$ cat src/rtl/in_shake_multi_if.sv
// Bundle of raw discrete inputs and their debounced level/edge outputs.
// The board side drives in_i; the debouncer drives everything else.
interface in_shake_multi_if #(
  parameter int CH = 8
);
  logic [CH-1:0] in_i;
  logic [CH-1:0] in_o;
  logic [CH-1:0] rise_o;
  logic [CH-1:0] fall_o;
  logic          chg_o;

  modport master (output in_i, input in_o, rise_o, fall_o, chg_o);
  modport slave  (input in_i, output in_o, rise_o, fall_o, chg_o);
endinterface

$ cat src/rtl/in_shake_multi.sv
// Multi-channel discrete input debouncer: 2-FF sync, symmetric consecutive-sample
// filter per channel, shared sample prescaler, registered level and edge pulses.
module in_shake_multi #(
  parameter int   CH    = 8,
  parameter int   SHAKE = 50,
  parameter int   DIV   = 1,
  parameter logic INIT  = 1'b0
) (
  input  logic            clk,
  input  logic            rst_n,
  in_shake_multi_if.slave bus
);

  localparam int             CW      = $clog2(SHAKE + 1);
  localparam logic [CW-1:0]  CNT_MAX = CW'(SHAKE - 1);

  logic [CH-1:0] s1, s2;
  logic [CH-1:0] lvl, lvl_nxt;
  logic [CH-1:0] rise, rise_nxt;
  logic [CH-1:0] fall, fall_nxt;
  logic          chg, chg_nxt;
  logic [CW-1:0] cnt     [CH];
  logic [CW-1:0] cnt_nxt [CH];
  logic          tick;

  // One tick every DIV clocks; with DIV=1 every clock samples and no counter exists.
  generate
    if (DIV == 1) begin : g_nodiv
      assign tick = 1'b1;
    end else begin : g_div
      localparam int            DW      = $clog2(DIV);
      localparam logic [DW-1:0] DIV_MAX = DW'(DIV - 1);
      logic [DW-1:0] div_cnt;

      always_ff @(posedge clk or negedge rst_n) begin
        if (!rst_n) begin
          div_cnt <= '0;
        end else if (div_cnt == DIV_MAX) begin
          div_cnt <= '0;
        end else begin
          div_cnt <= div_cnt + 1'b1;
        end
      end

      assign tick = (div_cnt == DIV_MAX);
    end
  endgenerate

  // Any sample agreeing with the current level restarts the count, tick or not,
  // so a glitch never accumulates across separate disturbances.
  always_comb begin
    lvl_nxt  = lvl;
    rise_nxt = '0;
    fall_nxt = '0;
    for (int n = 0; n < CH; n++) begin
      cnt_nxt[n] = cnt[n];
      if (s2[n] == lvl[n]) begin
        cnt_nxt[n] = '0;
      end else if (tick) begin
        if (cnt[n] == CNT_MAX) begin
          lvl_nxt[n]  = s2[n];
          cnt_nxt[n]  = '0;
          rise_nxt[n] = s2[n];
          fall_nxt[n] = ~s2[n];
        end else begin
          cnt_nxt[n] = cnt[n] + 1'b1;
        end
      end
    end
    chg_nxt = |(rise_nxt | fall_nxt);
  end

  always_ff @(posedge clk or negedge rst_n) begin
    if (!rst_n) begin
      s1   <= {CH{INIT}};
      s2   <= {CH{INIT}};
      lvl  <= {CH{INIT}};
      rise <= '0;
      fall <= '0;
      chg  <= 1'b0;
      for (int n = 0; n < CH; n++) begin
        cnt[n] <= '0;
      end
    end else begin
      s1   <= bus.in_i;
      s2   <= s1;
      lvl  <= lvl_nxt;
      rise <= rise_nxt;
      fall <= fall_nxt;
      chg  <= chg_nxt;
      for (int n = 0; n < CH; n++) begin
        cnt[n] <= cnt_nxt[n];
      end
    end
  end

  assign bus.in_o   = lvl;
  assign bus.rise_o = rise;
  assign bus.fall_o = fall;
  assign bus.chg_o  = chg;

endmodule
$ cat src/flat_wrapper.sv
// flat-port wrapper written by rule: the top's interface ports become plain ports
module in_shake_multi_flat 
#(
  parameter int   CH    = 8,
  parameter int   SHAKE = 50,
  parameter int   DIV   = 1,
  parameter logic INIT  = 1'b0
)
  (clk, rst_n, bus_in_i, bus_in_o, bus_rise_o, bus_fall_o, bus_chg_o);
  in_shake_multi_if #(.CH(CH)) bus_i ();
  input  logic clk;
  input  logic rst_n;
  input wire logic [$bits(bus_i.in_i)-1:0] bus_in_i;
  output wire logic [$bits(bus_i.in_o)-1:0] bus_in_o;
  output wire logic [$bits(bus_i.rise_o)-1:0] bus_rise_o;
  output wire logic [$bits(bus_i.fall_o)-1:0] bus_fall_o;
  output wire logic [$bits(bus_i.chg_o)-1:0] bus_chg_o;
  assign bus_i.in_i = bus_in_i;
  assign bus_in_o = bus_i.in_o;
  assign bus_rise_o = bus_i.rise_o;
  assign bus_fall_o = bus_i.fall_o;
  assign bus_chg_o = bus_i.chg_o;
  in_shake_multi #(.CH(CH), .SHAKE(SHAKE), .DIV(DIV), .INIT(INIT)) u_core (.clk(clk), .rst_n(rst_n), .bus(bus_i));
endmodule
$ cat config.mk
export PLATFORM = sky130hd
export DESIGN_NAME = in_shake_multi_flat
export DESIGN_NICKNAME = d
export VERILOG_FILES = /design/src/rtl/in_shake_multi_if.sv /design/src/rtl/in_shake_multi.sv /design/src/flat_wrapper.sv
export SDC_FILE = /design/constraint.sdc
export NUM_CORES = 1
export LEC_CHECK = 0
export ABC_AREA = 1
export CAP_MARGIN = 20
export CORE_MARGIN = 4
export CORE_UTILIZATION = 28
export DETAILED_ROUTE_END_ITERATION = 10
export GPL_ROUTABILITY_DRIVEN = 0
export PLACE_DENSITY = 0.49
export SYNTH_ARGS = -nofsm -noshare
export SYNTH_HDL_FRONTEND = slang
export SYNTH_SLANG_ARGS = --single-unit
$ cat constraint.sdc
create_clock -name clk -period 1.5 [get_ports clk]
set_clock_uncertainty 0.05 [all_clocks]
set_input_delay 0.3 -clock clk [delete_from_list [all_inputs] [get_ports clk]]
set_output_delay 0.3 -clock clk [all_outputs]
set_load 0.02 [all_outputs]
* Word level (Yosys, flattened, before mapping)
Index checks and enable logic that the tools add are counted.
** Storage, ports and cells
- Bits in registers :: 89
- Latch bits :: 0
- Memory bits (writable) :: 0
- Bits in read-only memories :: 0
- Output and inout bits :: 25
- Logic and storage cells :: 119
- Memories kept :: 0
** Cells by class
- $add $sub $neg :: 8
- Multiply operators :: 0
- Div/mod/pow operators :: 0
- $lt $le $gt $ge :: 0
- Eq/ne operators :: 16
- Shift-type cells :: 0
- Mux-type cells :: 48
- Bitwise logic cells :: 17
- Reductions and logical operators :: 9
** Operator list (number)
- 6-bit 2-to-1 mux :: 16
- 6-bit by 1-bit adder with 6-bit output (second input constant) :: 8
- 6-bit equality test (second input constant) :: 8
- 1-bit 2-to-1 mux :: 32
- 1-bit NOT :: 16
- 2-bit AND reduction :: 8
- 1-bit equality test :: 8
- 8-bit OR :: 1
- 8-bit OR reduction :: 1

* Logic depth before layout (Yosys ltp)
Gate-level depths: netlist (run 1).
- Depth in word-level cells :: 5
- Depth in mapped cells :: 8
- Mapped depth without buffers :: 8

* Least setup slack after synthesis (run 1)
OpenSTA, ideal clock, no wires.
- Path type :: register -> register
- From :: register u_core.cnt[25] (netlist name)
- To :: register u_core.cnt[24] (netlist name)
- Library setup time :: 120 ps
- Arrival time :: 973 ps
- Required time :: 1330 ps
- Slack :: 357 ps
- Cell stages (with the launch flop) :: 8
- Path buffers :: 0
- Period minus slack after synthesis :: 1143 ps
- Cells stage by stage :: dfrtp_1 -> inv_1 -> ha_1 -> nand3_1 -> nor2_4 -> nor2_4 -> inv_1 -> nor2_1
** RTL lines
- from (decl) :: RTL line in_shake_multi.sv:22 : logic [CW-1:0] cnt [CH];
- from (signal, indexed assignment) :: RTL line in_shake_multi.sv:92 : cnt[n] <= cnt_nxt[n];

* Worst setup path after layout (run 1)
- From :: register u_core.lvl[1] (netlist: u_core.bus.in_o[1])
- To :: output bus_in_o[1]
** RTL lines
- from (decl) :: RTL line in_shake_multi.sv:18 : logic [CH-1:0] lvl, lvl_nxt;
- from (signal assigned) :: RTL line in_shake_multi.sv:77 : lvl <= {CH{INIT}};
- from (signal assigned) :: RTL line in_shake_multi.sv:87 : lvl <= lvl_nxt;
- to (decl) :: RTL line flat_wrapper.sv:14 : output wire logic [$bits(bus_i.in_o)-1:0] bus_in_o;
No word-level cell between the ends.

==> results of run 1 <==
area by class of cell:
cell class                      count  area share
Tap cell                          176      0.0474
Clock inverter                      5     0.00674
Multi-Input combinational cell    243       0.281
Clock buffer                       11      0.0523
Inverter                           71      0.0574
Sequential cell                    89       0.480
Timing Repair Buffer               38      0.0757
through the flow:
step,area [um^2],std cells,utilization
final,4640,633,0.351
after global routing,4640,633,0.351
after CTS,4640,633,0.351
after detailed placement,4390,616,0.332
after global placement,4390,616,0.332
after floorplan,3800,403,-
registers in the layout (all words and copies together), names as in the netlist:
signal / count
u_core.s2: 8
u_core.bus.fall_o: 8
u_core.bus.rise_o: 8
u_core.s1: 8
u_core.bus.in_o: 8
u_core.bus.chg_o: 1
u_core.cnt: 48
cell usage in the layout (no fill, tap or decap), drive strengths merged:
cell	count
dfrtp	89
inv	71
o21ai	13
ha	16
nor3	2
buf	4
xor2	10
clkinvlp	1
dlygate4sd2	25
dlygate4sd3	1
clkinv	4
a21oi	8
clkdlybuf4s50	8
nand3	31
nor2	82
nand2	71
clkbuf	11
xnor2	10
worst max path at each step:
stage                  startpoint               end  cells after the start
6_report       u_core.bus.in_o[1]       bus_in_o[1]                      1
5_1_grt        u_core.bus.in_o[1]       bus_in_o[1]                      1
4_1_cts        u_core.bus.in_o[1]       bus_in_o[1]                      1
3_3_place_gp       u_core.cnt[42]  u_core.bus.chg_o                      7
3_5_place_dp   u_core.bus.in_o[1]       bus_in_o[1]                      1
2_1_floorplan      u_core.cnt[25]    u_core.cnt[24]                      7
per-layer routing:
layer / share of wire / up-vias
li1: - / 1319
met1: 0.51 / 1172
met2: 0.43 / 39
met3: 0.050 / 9
met4: 0.018 / 0
met5: 0 / -
power groups by stage:
stage | Clock [mW] | Sequential (mW) | Combinational, mW
2_1_floorplan | 0 | 2.57 | 0.152
3_3_place_gp | 0 | 2.58 | 0.257
3_5_place_dp | 0 | 2.58 | 0.260
4_1_cts | 2.14 | 2.54 | 0.265
5_1_grt | 2.24 | 2.55 | 0.305
6_report | 2.05 | 2.54 | 0.254
logic make-up (layout without fill, tap and decap cells):
kind of cell,after synthesis,after routing,share of synthesized area
flip-flops,89,89,0.586
adder cells (fa/ha/maj),16,16,0.0527
AND/OR/NAND/NOR,186,186,0.216
XOR/XNOR,20,20,0.0461
AO/OA/AOI/OAI,21,21,0.0287
buffers and inverters,71,125,0.0702
what timing repair did:
item,in CTS,in global routing
buffers inserted,0,0
gates resized for setup,25,0
hold endpoints to repair,89,0
setup endpoints to repair,25,0
hold buffers,1,0
==> results.ini, run 1 <==
[outcome]
status = complete, no violations

[drt]
postRouteAntennaNets = 0
routed_via_density = 4.01
drt_iter0_markers = 153
num_vias = 2539
drc = 0
drt_pass1_iterations = 4
routed_wl_um = 6370
avgRoutedWirePerCell_um = 10.1

[synthesis]
synthTopCellsByArea = dfrtp_1, nand2_1, inv_1
async_reset_ff_frac = 1.00
synth_fp_nets = 429
synth_seq_cells = 89
syn_avg_cell_area_um2 = 9.42
synth_top_area_frac = 0.586
synth_largest_area_cell = dfrtp_1
yosys-top-cells-count = dfrtp_1, nand2_1, inv_1, nor2_1, nand3_1
yosysWarnings = 0
synth_ff_type = dfrtp_1
ys_types = 18
seq_area_frac_synth = 0.586
synth_edf_count = 0
postSynthCellCount = 403
syn_area_um2 = 3800
yosysMostFrequentCell = dfrtp_1

[floorplanning]
die_height_um = 124
std_cell_rows = 42
core-area_um2 = 13200
ios = 35
die_width_um = 124
die-area_um2 = 15500
start_util = 0.287

[sta]
finalHoldViolCount = 0
relSlewSlack = 0.662
rsz0062_at_grt = no
worstMarginPinSlew_ns = 0.507
period_needed_ns = 1.43
period_share = 0.952
drv_slew = 0
finalSetupViolCount = 0
setup_ws_ns = 0.0725
fin_tns_setup_ns = 0
timing.hold.ws_ns = 0.298
max_freq_mhz = 701

[worst_hold_path]
hold_depth = 0
hold_path.startpoint = u_core.s1[0]
min_to = u_core.s2[0]
hold_class = reg -> reg

[grt]
grt_pass1_vias = 2535
grt_pass1_wl_um = 11600
busiest_layer = met2
met2_usage = 0.135
overflow = 0
grt_usage = 0.0915
grt_max_degree = 90
antenna_found_initial = 0
grt_util_met1 = 0.120
grtUsageMet3 = 0.0373

[finish]
drive_above_1_share = 0.0941
multi_input_area_um2 = 1300
layout.nets = 478
area.sequential_um2 = 2230
n_fill_cell = 1370
n_antenna_cell = 0
syn2layout_area_growth_pct = 22.3

[clock_network]
numCtsBuffers = 9
clockBufferDepth = 2
clk_pin_slew_ns = 0.06
cts_sinks = 89
cts_max_level = 3
cts_tree = yes
clock-root-buffer = clkbuf_16
insertion_delay_ns = 0.33

[critical_path]
crit_family = flip-flops
r2r_end = u_core.bus.chg_o
path_class = reg -> out
rr_startpoint = u_core.cnt[42]
crit_buf_inv = 1
worstPathCellList = dlygate4sd2_1
startpoint_type = flop
critical-path-slowest-cell = dfrtp_1
rrSetupSlack_ns = 0.18
arrival_ns = 1.08
rr_worst_depth = 7
endpoint_kind = output pin
slowest_delay_ns = 0.41
cp_max_fo = 4
critPathRequiredTime_ns = 1.15

[power_and_ir_drop]
seq_power_share = 0.524
intPower_mw = 3.74
total_power_mw = 4.84
peakVddDrop_v = 0.000514
swShare = 0.228
p_per_area_nw_per_um2 = 1040
combPwrFrac = 0.053
power_leakage_nw = 2.39
p_sw_mw = 1.10
pwr-share-clk = 0.424

[flow_run]
drv_cap = 0

[placement]
hpwlAfterDp_um = 4490
io_buffers = 34
post-place-ws_ns = 0.147

(Power assumes the default switching activity.)
==> run 2: changes to the inputs <==
- CTS_CLUSTER_SIZE: not set -> 28
- GPL_ROUTABILITY_DRIVEN: 0 -> not set
==> results of run 2 <==
Same layout as run 1: the final DEF is identical, and so are final timing and power.
